===== config.mk =====
export PLATFORM = sky130hd
export DESIGN_NAME = weighted_vote_sequencer
export DESIGN_NICKNAME = d
export VERILOG_FILES = /design/src/rtl/weighted_vote_sequencer.sv
export SDC_FILE = /design/constraint.sdc
export NUM_CORES = 1
export LEC_CHECK = 0
export CORE_MARGIN = 3
export CORE_UTILIZATION = 30
export CTS_BUF_LIST = sky130_fd_sc_hd__clkbuf_8
export DETAILED_ROUTE_END_ITERATION = 10
export PLACE_DENSITY = 0.55
export SYNTH_ARGS = -nofsm -noshare
export SYNTH_HDL_FRONTEND = slang
export SYNTH_SLANG_ARGS = --single-unit

===== constraint.sdc =====
create_clock -name clk -period 3 [get_ports clk]
set_clock_uncertainty 0.2 [all_clocks]
set_input_delay 0.9 -clock clk [delete_from_list [all_inputs] [get_ports clk]]
set_output_delay 0.9 -clock clk [all_outputs]
set_load 0.03 [all_outputs]

===== src/rtl/weighted_vote_sequencer.sv =====
// weighted_vote_sequencer: weighted serial majority vote over windows of win_len samples (clk, rst, start/abort/cont, win_len, bit_in, cfg_* in; vote, vote_valid, tie, busy out)
module weighted_vote_sequencer #(
  parameter int WBITS = 4
) (
  input  logic             clk,
  input  logic             rst,
  input  logic             start,
  input  logic             abort,
  input  logic             cont,
  input  logic [3:0]       win_len,
  input  logic             bit_in,
  input  logic             cfg_we,
  input  logic [1:0]       cfg_addr,
  input  logic [WBITS-1:0] cfg_data,
  output logic             vote,
  output logic             vote_valid,
  output logic             tie,
  output logic             busy
);
  localparam logic [1:0] IDLE = 2'd0, RUN = 2'd1, DECIDE = 2'd2;
  logic [1:0] state;
  logic [4:0] cnt, len;
  logic [7:0] sum0, sum1, wk;
  logic [WBITS-1:0] w [4];
  assign busy = state != IDLE;
  assign wk = 8'(w[cnt[1:0]]);
  always_ff @(posedge clk or posedge rst) begin
    if (rst) begin
      state <= IDLE;
      cnt <= '0;
      len <= '0;
      sum0 <= '0;
      sum1 <= '0;
      vote <= 1'b0;
      tie <= 1'b0;
      vote_valid <= 1'b0;
      for (int i = 0; i < 4; i++) w[i] <= WBITS'(1);
    end else begin
      vote_valid <= 1'b0;
      if (state == IDLE) begin
        if (cfg_we) w[cfg_addr] <= cfg_data;
        if (start) begin
          state <= RUN;
          len <= win_len == 4'd0 ? 5'd16 : {1'b0, win_len};
          cnt <= '0;
          sum0 <= '0;
          sum1 <= '0;
        end
      end else if (abort) begin
        state <= IDLE;
        cnt <= '0;
        sum0 <= '0;
        sum1 <= '0;
      end else if (state == RUN) begin
        if (bit_in) sum1 <= sum1 + wk;
        else sum0 <= sum0 + wk;
        cnt <= cnt + 5'd1;
        if (cnt == len - 5'd1) state <= DECIDE;
      end else if (state == DECIDE) begin
        vote_valid <= 1'b1;
        tie <= sum1 == sum0;
        vote <= sum1 > sum0 || (sum1 == sum0 && vote);
        cnt <= '0;
        sum0 <= '0;
        sum1 <= '0;
        state <= cont ? RUN : IDLE;
      end else begin
        state <= IDLE;
      end
    end
  end
endmodule


Yosys cells after proc, flatten, opt, wreduce, memory -nomap -nowiden
Index checks and enable logic that the tools add are counted.
Storage, ports and cells
  register bits after elaboration: 47
  bits in latches: 0
  RAM bits: 0
  memory bits (read-only): 0
  input bits: 17
  output and inout port bits: 4
  word-level logic and storage cells: 80
  memories: 0
Cells by class
  add/sub/neg operators: 4
  $mul: 0
  divide/modulo/power cells: 0
  $lt $le $gt $ge: 4
  eq/ne operators: 8
  shift operators: 0
  mux-type cells: 33
  bitwise logic cells: 5
  reduce and logical (&&, ||, !) cells: 14
Operator list (count)
  8-bit 2-to-1 mux: 10
  5-bit 2-to-1 mux: 6
  8-bit by 4-bit adder with 8-bit output: 2
  16-bit bitwise mux: 1
  4-bit 2-to-1 mux: 3
  2-bit 2-to-1 mux: 5
  4-bit binary-select mux with 2-bit select: 1
  4-bit demux with 2-bit select: 1
  8-bit == test: 1
  8-bit > comparator: 1
  4-bit inequality test (second input constant): 2
  2-bit AND reduction: 4
  3-bit >= comparator (second input constant): 2
  1-bit 2-to-1 mux: 6
  2-bit NOT with 3-bit output: 2
  3-bit AND reduction: 2
  5-bit by 1-bit adder with 5-bit output (second input constant): 1
  5-bit == test: 1
  5-bit by 1-bit subtractor with 5-bit output (second input constant): 1
  4-bit zero test: 1
  4-bit by 3-bit inequality test with 1-bit output (second input constant): 1
  4-bit AND reduction: 1
  4-bit nonzero test: 1
  3-bit by 1-bit less-than comparator with 1-bit output (second input constant): 1
  other kinds (8): 11

Logic depth before layout (Yosys ltp)
Gate-level depths: netlist (run 1).
  depth in word-level cells: 9
  depth in mapped cells: 9
  gate-level depth less buffers: 8

Least setup slack after synthesis (run 1)
OpenSTA, ideal clock, no wires.
  kind: register -> register
  from: register cnt[0]
  to: register sum1[5]
  setup time: 0.078 ns
  arrival: 2.390 ns
  required time: 2.722 ns
  slack: 0.332 ns
  cell stages (with the launch flop): 9
  buffers on the path: 1
  clock period less this slack: 2.668 ns
  cell sequence: dfrtp_1 -> buf_2 -> mux4_2 -> ha_1 -> a21o_1 -> a21oi_1 -> o21ba_2 -> or4_1 -> a21oi_1
On the way
  longest elaborated chain between the ends: 9
RTL lines
  from (decl): RTL line 22  | logic [4:0] cnt, len;
  from (signal assigned): RTL line 57  | cnt <= cnt + 5'd1;
  2-bit NOT with 3-bit output (implied by the code): RTL line 26  | assign wk = 8'(w[cnt[1:0]]);
  4-bit binary-select mux with 2-bit select: RTL line 26
  4-bit 2-to-1 mux (implied by the code) (2 in a row): RTL line 26
  8-bit by 4-bit adder with 8-bit output: RTL line 55  | if (bit_in) sum1 <= sum1 + wk;
  8-bit 2-to-1 mux: RTL line 55
  8-bit 2-to-1 mux: RTL line 54  | end else if (state == RUN) begin
  8-bit 2-to-1 mux: RTL line 49  | end else if (abort) begin
  8-bit 2-to-1 mux: RTL line 40  | if (state == IDLE) begin
  to (signal assigned): RTL line 55
  to (decl): RTL line 23  | logic [7:0] sum0, sum1, wk;
No other way between the ends. The select of a mux whose other input is x is not followed.
A chain may end at the register's enable or synchronous reset.

Worst setup path in the final report (run 1)
  from: register state[0]
  to: output busy
On the way
  longest elaborated chain between the ends: 1
RTL lines
  from (decl): RTL line 21  | logic [1:0] state;
  from (signal assigned): RTL line 66  | state <= cont ? RUN : IDLE;
  2-bit nonzero test: RTL line 25  | assign busy = state != IDLE;
  to (decl): RTL line 18  | output logic busy
No other way between the ends.

==> flow_summary.json, run 1 <==
{
  "outcome": "finished, final reports clean",
  "synthTopCellsByCount": "43 x dfrtp_1, 21 x ha_1, 20 x mux2_2",
  "fin_setup_tns_ns": 0,
  "die_area_um2": 10400,
  "drt_iter0_drc": 63,
  "cp-end-kind": "primary output",
  "synth_cell_type_count": 50,
  "pin_count": 21,
  "syn_inst": 251,
  "htree_levels": 2,
  "syn_area_per_cell_um2": 11.0,
  "drive_gt1_share_pct": 18.4,
  "finalInstanceArea_um2": 3230,
  "cpMostUsedCell": "inv_1",
  "ant_nets": 0,
  "slowest_stage": "clkdlybuf4s50_1",
  "p_seq_share_pct": 38.7,
  "coreArea_um2": 8850,
  "ys_ff_latch": 47,
  "rsz0062_at_grt": "no",
  "met1_length_um": 2570,
  "num-fill-cells": 904,
  "regArea_um2": 1180,
  "drtPass1Iterations": 4,
  "multiInputGateArea_um2": 1470,
  "antenna_found_initial": 0,
  "first_global_vias": 1979,
  "nNetsFinal": 321,
  "synth_top_area_share_pct": 39.0,
  "crit_required_ns": 1.90,
  "period_needed_ns": 2.85,
  "die_w_um": 102,
  "critPathMaxFanout": 3,
  "diodes": 0,
  "synth_area_um2": 2760,
  "crit_type": "reg2out",
  "hold_path.class": "reg2reg",
  "initial_core_util_pct": 31.2,
  "dp_hpwl_um": 4160,
  "vias": 1958,
  "dr_wl_met2_um": 2600,
  "holdWs_ns": 0.305,
  "setup_slack_ns": 0.145,
  "p_leak_nw": 1.43,
  "yosys.area.top_type": "dfrtp_1",
  "p_sw_uw": 921,
  "internal_power_mw": 1.57,
  "finalSetupViolCount": 0,
  "crit_chain": "inv_1, ha_1, inv_1, clkdlybuf4s50_1",
  "startpoint_type": "flop",
  "wl_met3_um": 177,
  "rows": 34,
  "ys.flop_type": "dfrtp_1",
  "comb_power_share_pct": 45.9,
  "crit_arrival_ns": 1.75,
  "routed.top_layer": "met4",
  "track_usage_pct": 11.3,
  "cpPeakStageDelay_ns": 0.67,
  "async_reset_ff_share_pct": 100,
  "synth_seq_area_share_pct": 42.8,
  "synth_edf_count": 0,
  "post_dp_cell_area_um2": 3130,
  "clk_pin_slew_ns": 0.09,
  "areaGrowthSynthToFinish_pct": 16.9,
  "max_freq_mhz": 350,
  "synth_area_leaders": "dfrtp_1 39%, ha_1 9.5%, mux2_2 8.2%, dfstp_2 3.8%, mux4_2 3.3%",
  "worst_pin_slew_ns": 0.691,
  "total_power_mw": 2.49,
  "wl_um": 5400,
  "numClockSinks": 47,
  "remaining_drc_errors": 0,
  "ir_drop_v": 0.000411,
  "grt-ovfl-total": 0,
  "drt-wirelength-per-cell_um": 13.8,
  "cts_tree": "built",
  "relSlewSlack_pct": 53.9,
  "pre_cts_ws_ns": 0.177,
  "vias_per_cell": 5.02,
  "place_congestion": 0.741,
  "cap_violations": 0,
  "clkPwrFrac_pct": 15.4,
  "maxSlewViolCount": 0,
  "clk_path_buf_depth": 2,
  "grt_first_pass_wirelength_um": 9360,
  "yosys_warnings": 0,
  "hold_viol_final": 0,
  "cellPowerDensity_nw_per_um2": 772,
  "grt_max_degree": 48,
  "switching_share_pct": 37.0,
  "fin_crit_sh_pct": 95.2,
  "die_height_um": 102,
  "synth_most_common_cell": "dfrtp_1",
  "insertion_delay_ns": 0.30,
  "cts_buffers": 5,
  "synth_nets": 291,
  "root_buffer": "clkbuf_8",
  "portBuffers": 20,
  "postCtsHoldBufs": 0
}
==> flip-flops by register name, indices dropped and copies added (netlist names), named ones only <==
signal and count:
tie 1, sum1 8, state 2, cnt 5, vote_valid 1, sum0 8, w 16, len 5
==> cell type report <==
| class | count | share of cell area (%) |
|---|---|---|
| repair buffers | 29 | 8.69 |
| well taps | 108 | 4.19 |
| inverters | 19 | 2.21 |
| clock buffers | 5 | 2.13 |
| multi-input cells | 179 | 45.5 |
| clock inverters | 3 | 0.659 |
| flip-flops and latches | 47 | 36.7 |
==> cell families (layout without fill, tap and decap cells) <==
| family | Yosys count | after routing | share of synthesized area [%] |
|---|---|---|---|
| and+or+nand+nor | 63 | 63 | 12.7 |
| AOI/OAI and AO/OA | 54 | 54 | 13.3 |
| DFF | 47 | 47 | 42.8 |
| buffers and inverters | 25 | 56 | 4.08 |
| muxes | 24 | 24 | 11.4 |
| adders and majority gates | 23 | 23 | 11.0 |
| xor gates and xnor gates | 15 | 15 | 4.76 |
==> final timing paths <==
check / from / endpoint / slack, ns / cells after the start
worst min register to register: len[4] / len[4] / 0.31 / 2
worst max register to register: cnt[0] / sum1[5] / 0.30 / 7
min in group asynchronous: rst / len[1] / 0.74 / 3
max in group asynchronous: rst / w[12] / 1.57 / 3
worst max-delay path: state[0] / busy / 0.15 / 4
worst min-delay path: len[4] / len[4] / 0.31 / 2
==> what timing repair did <==
action	CTS	global route
gates resized for setup	0	1
setup endpoints to repair	0	2
setup buffers	0	0
==> stage by stage <==
| step | util, % | instances |
|---|---|---|
| 2_1_floorplan | - | 251 |
| 3_3_place_gp | 35.4 | 382 |
| 3_5_place_dp | 35.4 | 382 |
| 4_1_cts | 36.4 | 390 |
| 5_1_grt | 36.5 | 390 |
| 6_report | 36.5 | 390 |
==> metal layers <==
layer | GRT usage, % | vias up
met5 | 0 | -
met1 | 15.0 | 956
met2 | 18.9 | 26
li1 | - | 971
met4 | 2.83 | 0
met3 | 2.39 | 5
==> placed cells by master (no fill, tap or decap), drive strengths merged, types with 3 or more instances in the layout <==
cell | synthesis | routed
a21o | 6 | 6
a21oi | 16 | 16
a22o | 4 | 4
and2 | 3 | 3
buf | 4 | 9
clkbuf | 2 | 5
clkdlybuf4s50 | 0 | 20
dfrtp | 43 | 43
dfstp | 4 | 4
ha | 21 | 21
inv | 19 | 20
mux2 | 20 | 20
mux4 | 4 | 4
nand2 | 13 | 13
nand4 | 5 | 5
nor2 | 13 | 13
nor2b | 5 | 5
nor3 | 4 | 4
nor4 | 3 | 3
o21ai | 8 | 8
o31ai | 4 | 4
or4 | 5 | 5
xnor2 | 10 | 10
xor2 | 5 | 5
==> critical path: cells and delay by family, from the launching register on <==
kind       cells  cell delay, ns
flops          1            0.39
buf+inv        3            0.85
fa+ha+maj      1            0.21
==> power groups by stage <==
stage	registers (mW)	logic (mW)	clock network, mW
floorplan	0.940	0.889	0
global placement	0.973	1.13	0
detailed placement	0.978	1.15	0
CTS	0.964	1.15	0.403
global route	0.995	1.29	0.430
finish	0.962	1.14	0.384
Note: power is estimated with default switching activity, not from simulation.
==> inputs of run 2 (changes only) <==
Settings changed: GPL_TIMING_DRIVEN from default to 0.
==> flow_summary.json, run 2 (synthesis results as in run 1) <==
{
  "pin_count": 21,
  "grt_first_pass_wirelength_um": 9380,
  "cellPowerDensity_nw_per_um2": 779,
  "ant_nets": 0,
  "rrSetupSlack_ns": 0.18,
  "crit_arrival_ns": 2.86,
  "drive_gt1_share_pct": 17.5,
  "cap_violations": 0,
  "maxSlewViolCount": 0,
  "hold_path.class": "reg2reg",
  "track_usage_pct": 11.6,
  "largest_register": "w",
  "pre_cts_ws_ns": -0.112,
  "rr_endpoint": "sum1[5]",
  "timing.rr.start": "cnt[0]",
  "total_power_mw": 2.50,
  "wl_um": 5460,
  "cts_setup_buffers": 0,
  "vias": 1914,
  "cp-end-kind": "flop",
  "cts_tree": "built",
  "nNetsFinal": 319,
  "coreArea_um2": 8850,
  "diodes": 0,
  "fin_crit_sh_pct": 93.8,
  "antenna_found_initial": 0,
  "htree_levels": 2,
  "die_area_um2": 10400,
  "relSlewSlack_pct": 52.4,
  "setup_slack_ns": 0.185,
  "dp_hpwl_um": 4180,
  "crit_type": "reg2reg",
  "finalInstanceArea_um2": 3210,
  "p_leak_nw": 1.42,
  "initial_core_util_pct": 31.2,
  "grt_use_met1_pct": 15.6,
  "rows": 34,
  "place_congestion": 0.747,
  "vias_per_cell": 4.93,
  "drt_iter0_drc": 60,
  "cts_buffers": 5,
  "outcome": "finished, final reports clean",
  "grt_use_met3_pct": 2.46,
  "startpoint_type": "flop",
  "final_common_cell": "dfrtp_1",
  "worst_pin_slew_ns": 0.708,
  "clk_pin_slew_ns": 0.10,
  "post_dp_cell_area_um2": 3120,
  "hold_viol_final": 0,
  "use_met2_pct": 18.8,
  "remaining_drc_errors": 0,
  "crit_end": "sum1[5]",
  "max_freq_mhz": 355,
  "clk_path_buf_depth": 2,
  "largest_reg_flops": 16,
  "r2r_cells": 8,
  "root_buffer": "clkbuf_8",
  "layout_common_cells": "43 x dfrtp_1, 21 x ha_1, 20 x mux2_2",
  "portBuffers": 20,
  "drtPass1Iterations": 4,
  "finalSetupViolCount": 0,
  "ir_drop_v": 0.000433,
  "die_w_um": 102,
  "areaGrowthSynthToFinish_pct": 16.2,
  "grt_busiest_layer": "met2",
  "crit_required_ns": 3.04,
  "rsz0062_at_grt": "no",
  "numClockSinks": 47,
  "fin_util_pct": 36.3,
  "holdWs_ns": 0.313,
  "grt-ovfl-total": 0,
  "critPathMaxFanout": 8,
  "reg_top3": "w: 16 flops, sum0: 8 flops, sum1: 8 flops",
  "first_global_vias": 1937,
  "postCtsHoldBufs": 0,
  "insertion_delay_ns": 0.31,
  "crit_start": "cnt[0]",
  "period_needed_ns": 2.82,
  "die_height_um": 102,
  "grt_max_degree": 38,
  "drt-wirelength-per-cell_um": 14.1
}
run 2: changes by cell type in the layout (fill, tap and decap cells not counted), sizes merged:
cell           previous run  this run
clkbuf                    5         8
buf                       9         4
clkdlybuf4s50            20        19
dlygate4sd2               0         1
run 2: power by group:
group	total [mW]	internal, mW	leakage (nW)	switching, mW
Combinational	1.15	0.557	0.765	0.590
Sequential	0.944	0.830	0.605	0.114
Clock	0.408	0.167	0.0485	0.240
Total	2.50	1.55	1.42	0.944
run 2: metrics by stage:
step / setup TNS (ns) / instances
after floorplan: 0 / 251
after global placement: -10.85 / 379
after detailed placement: -0.562 / 380
after CTS: 0 / 388
after global routing: 0 / 388
final: 0 / 388
run 2: worst min-delay path by stage:
stage | start | end | slack [ns] | cells past startpoint
6_report | w[2] | w[2] | 0.31 | 1
5_1_grt | w[9] | w[9] | 0.33 | 1
4_1_cts | w[1] | w[1] | 0.31 | 1
3_5_place_dp | w[1] | w[1] | 0.29 | 1
3_3_place_gp | w[15] | w[15] | 0.29 | 1
2_1_floorplan | len[4] | len[4] | 0.27 | 2
run 2: layer usage:
metal,up-vias,wire length (um)
li1,958,-
met1,928,2640
met2,20,2600
met3,8,147
met4,0,76
met5,-,0
run 2: cell type report:
cell class,count,area [um2]
clock buffers,5,68.8
repair buffers,21,219
well taps,108,135
plain buffers,6,43.8
clock inverters,3,22.5
flip-flops and latches,47,1180
multi-input cells,179,1470
inverters,19,71.3
fillers,919,5640
run 2: critical path: stages, from the launching register on:
cell and delay (ns):
dfrtp_1 0.36, clkbuf_4 0.22, mux4_2 0.60, ha_1 0.32, a21o_1 0.11, a21oi_1 0.09, o21ba_2 0.24, or4_1 0.46
a21oi_1 0.15
run 2: what timing repair did:
action                     4_1_cts  5_1_grt
gates resized for setup          1        1
setup endpoints to repair        1        5
pin swaps                        0        0
==> inputs of run 3 (changes only) <==
Settings changed: CTS_BUF_LIST sky130_fd_sc_hd__clkbuf_8 to sky130_fd_sc_hd__clkbuf_8 sky130_fd_sc_hd__clkbuf_16, GPL_ROUTABILITY_DRIVEN from default to 0.
==> results of run 3 <==
No change in the layout: final DEF, timing and power equal those of run 2.
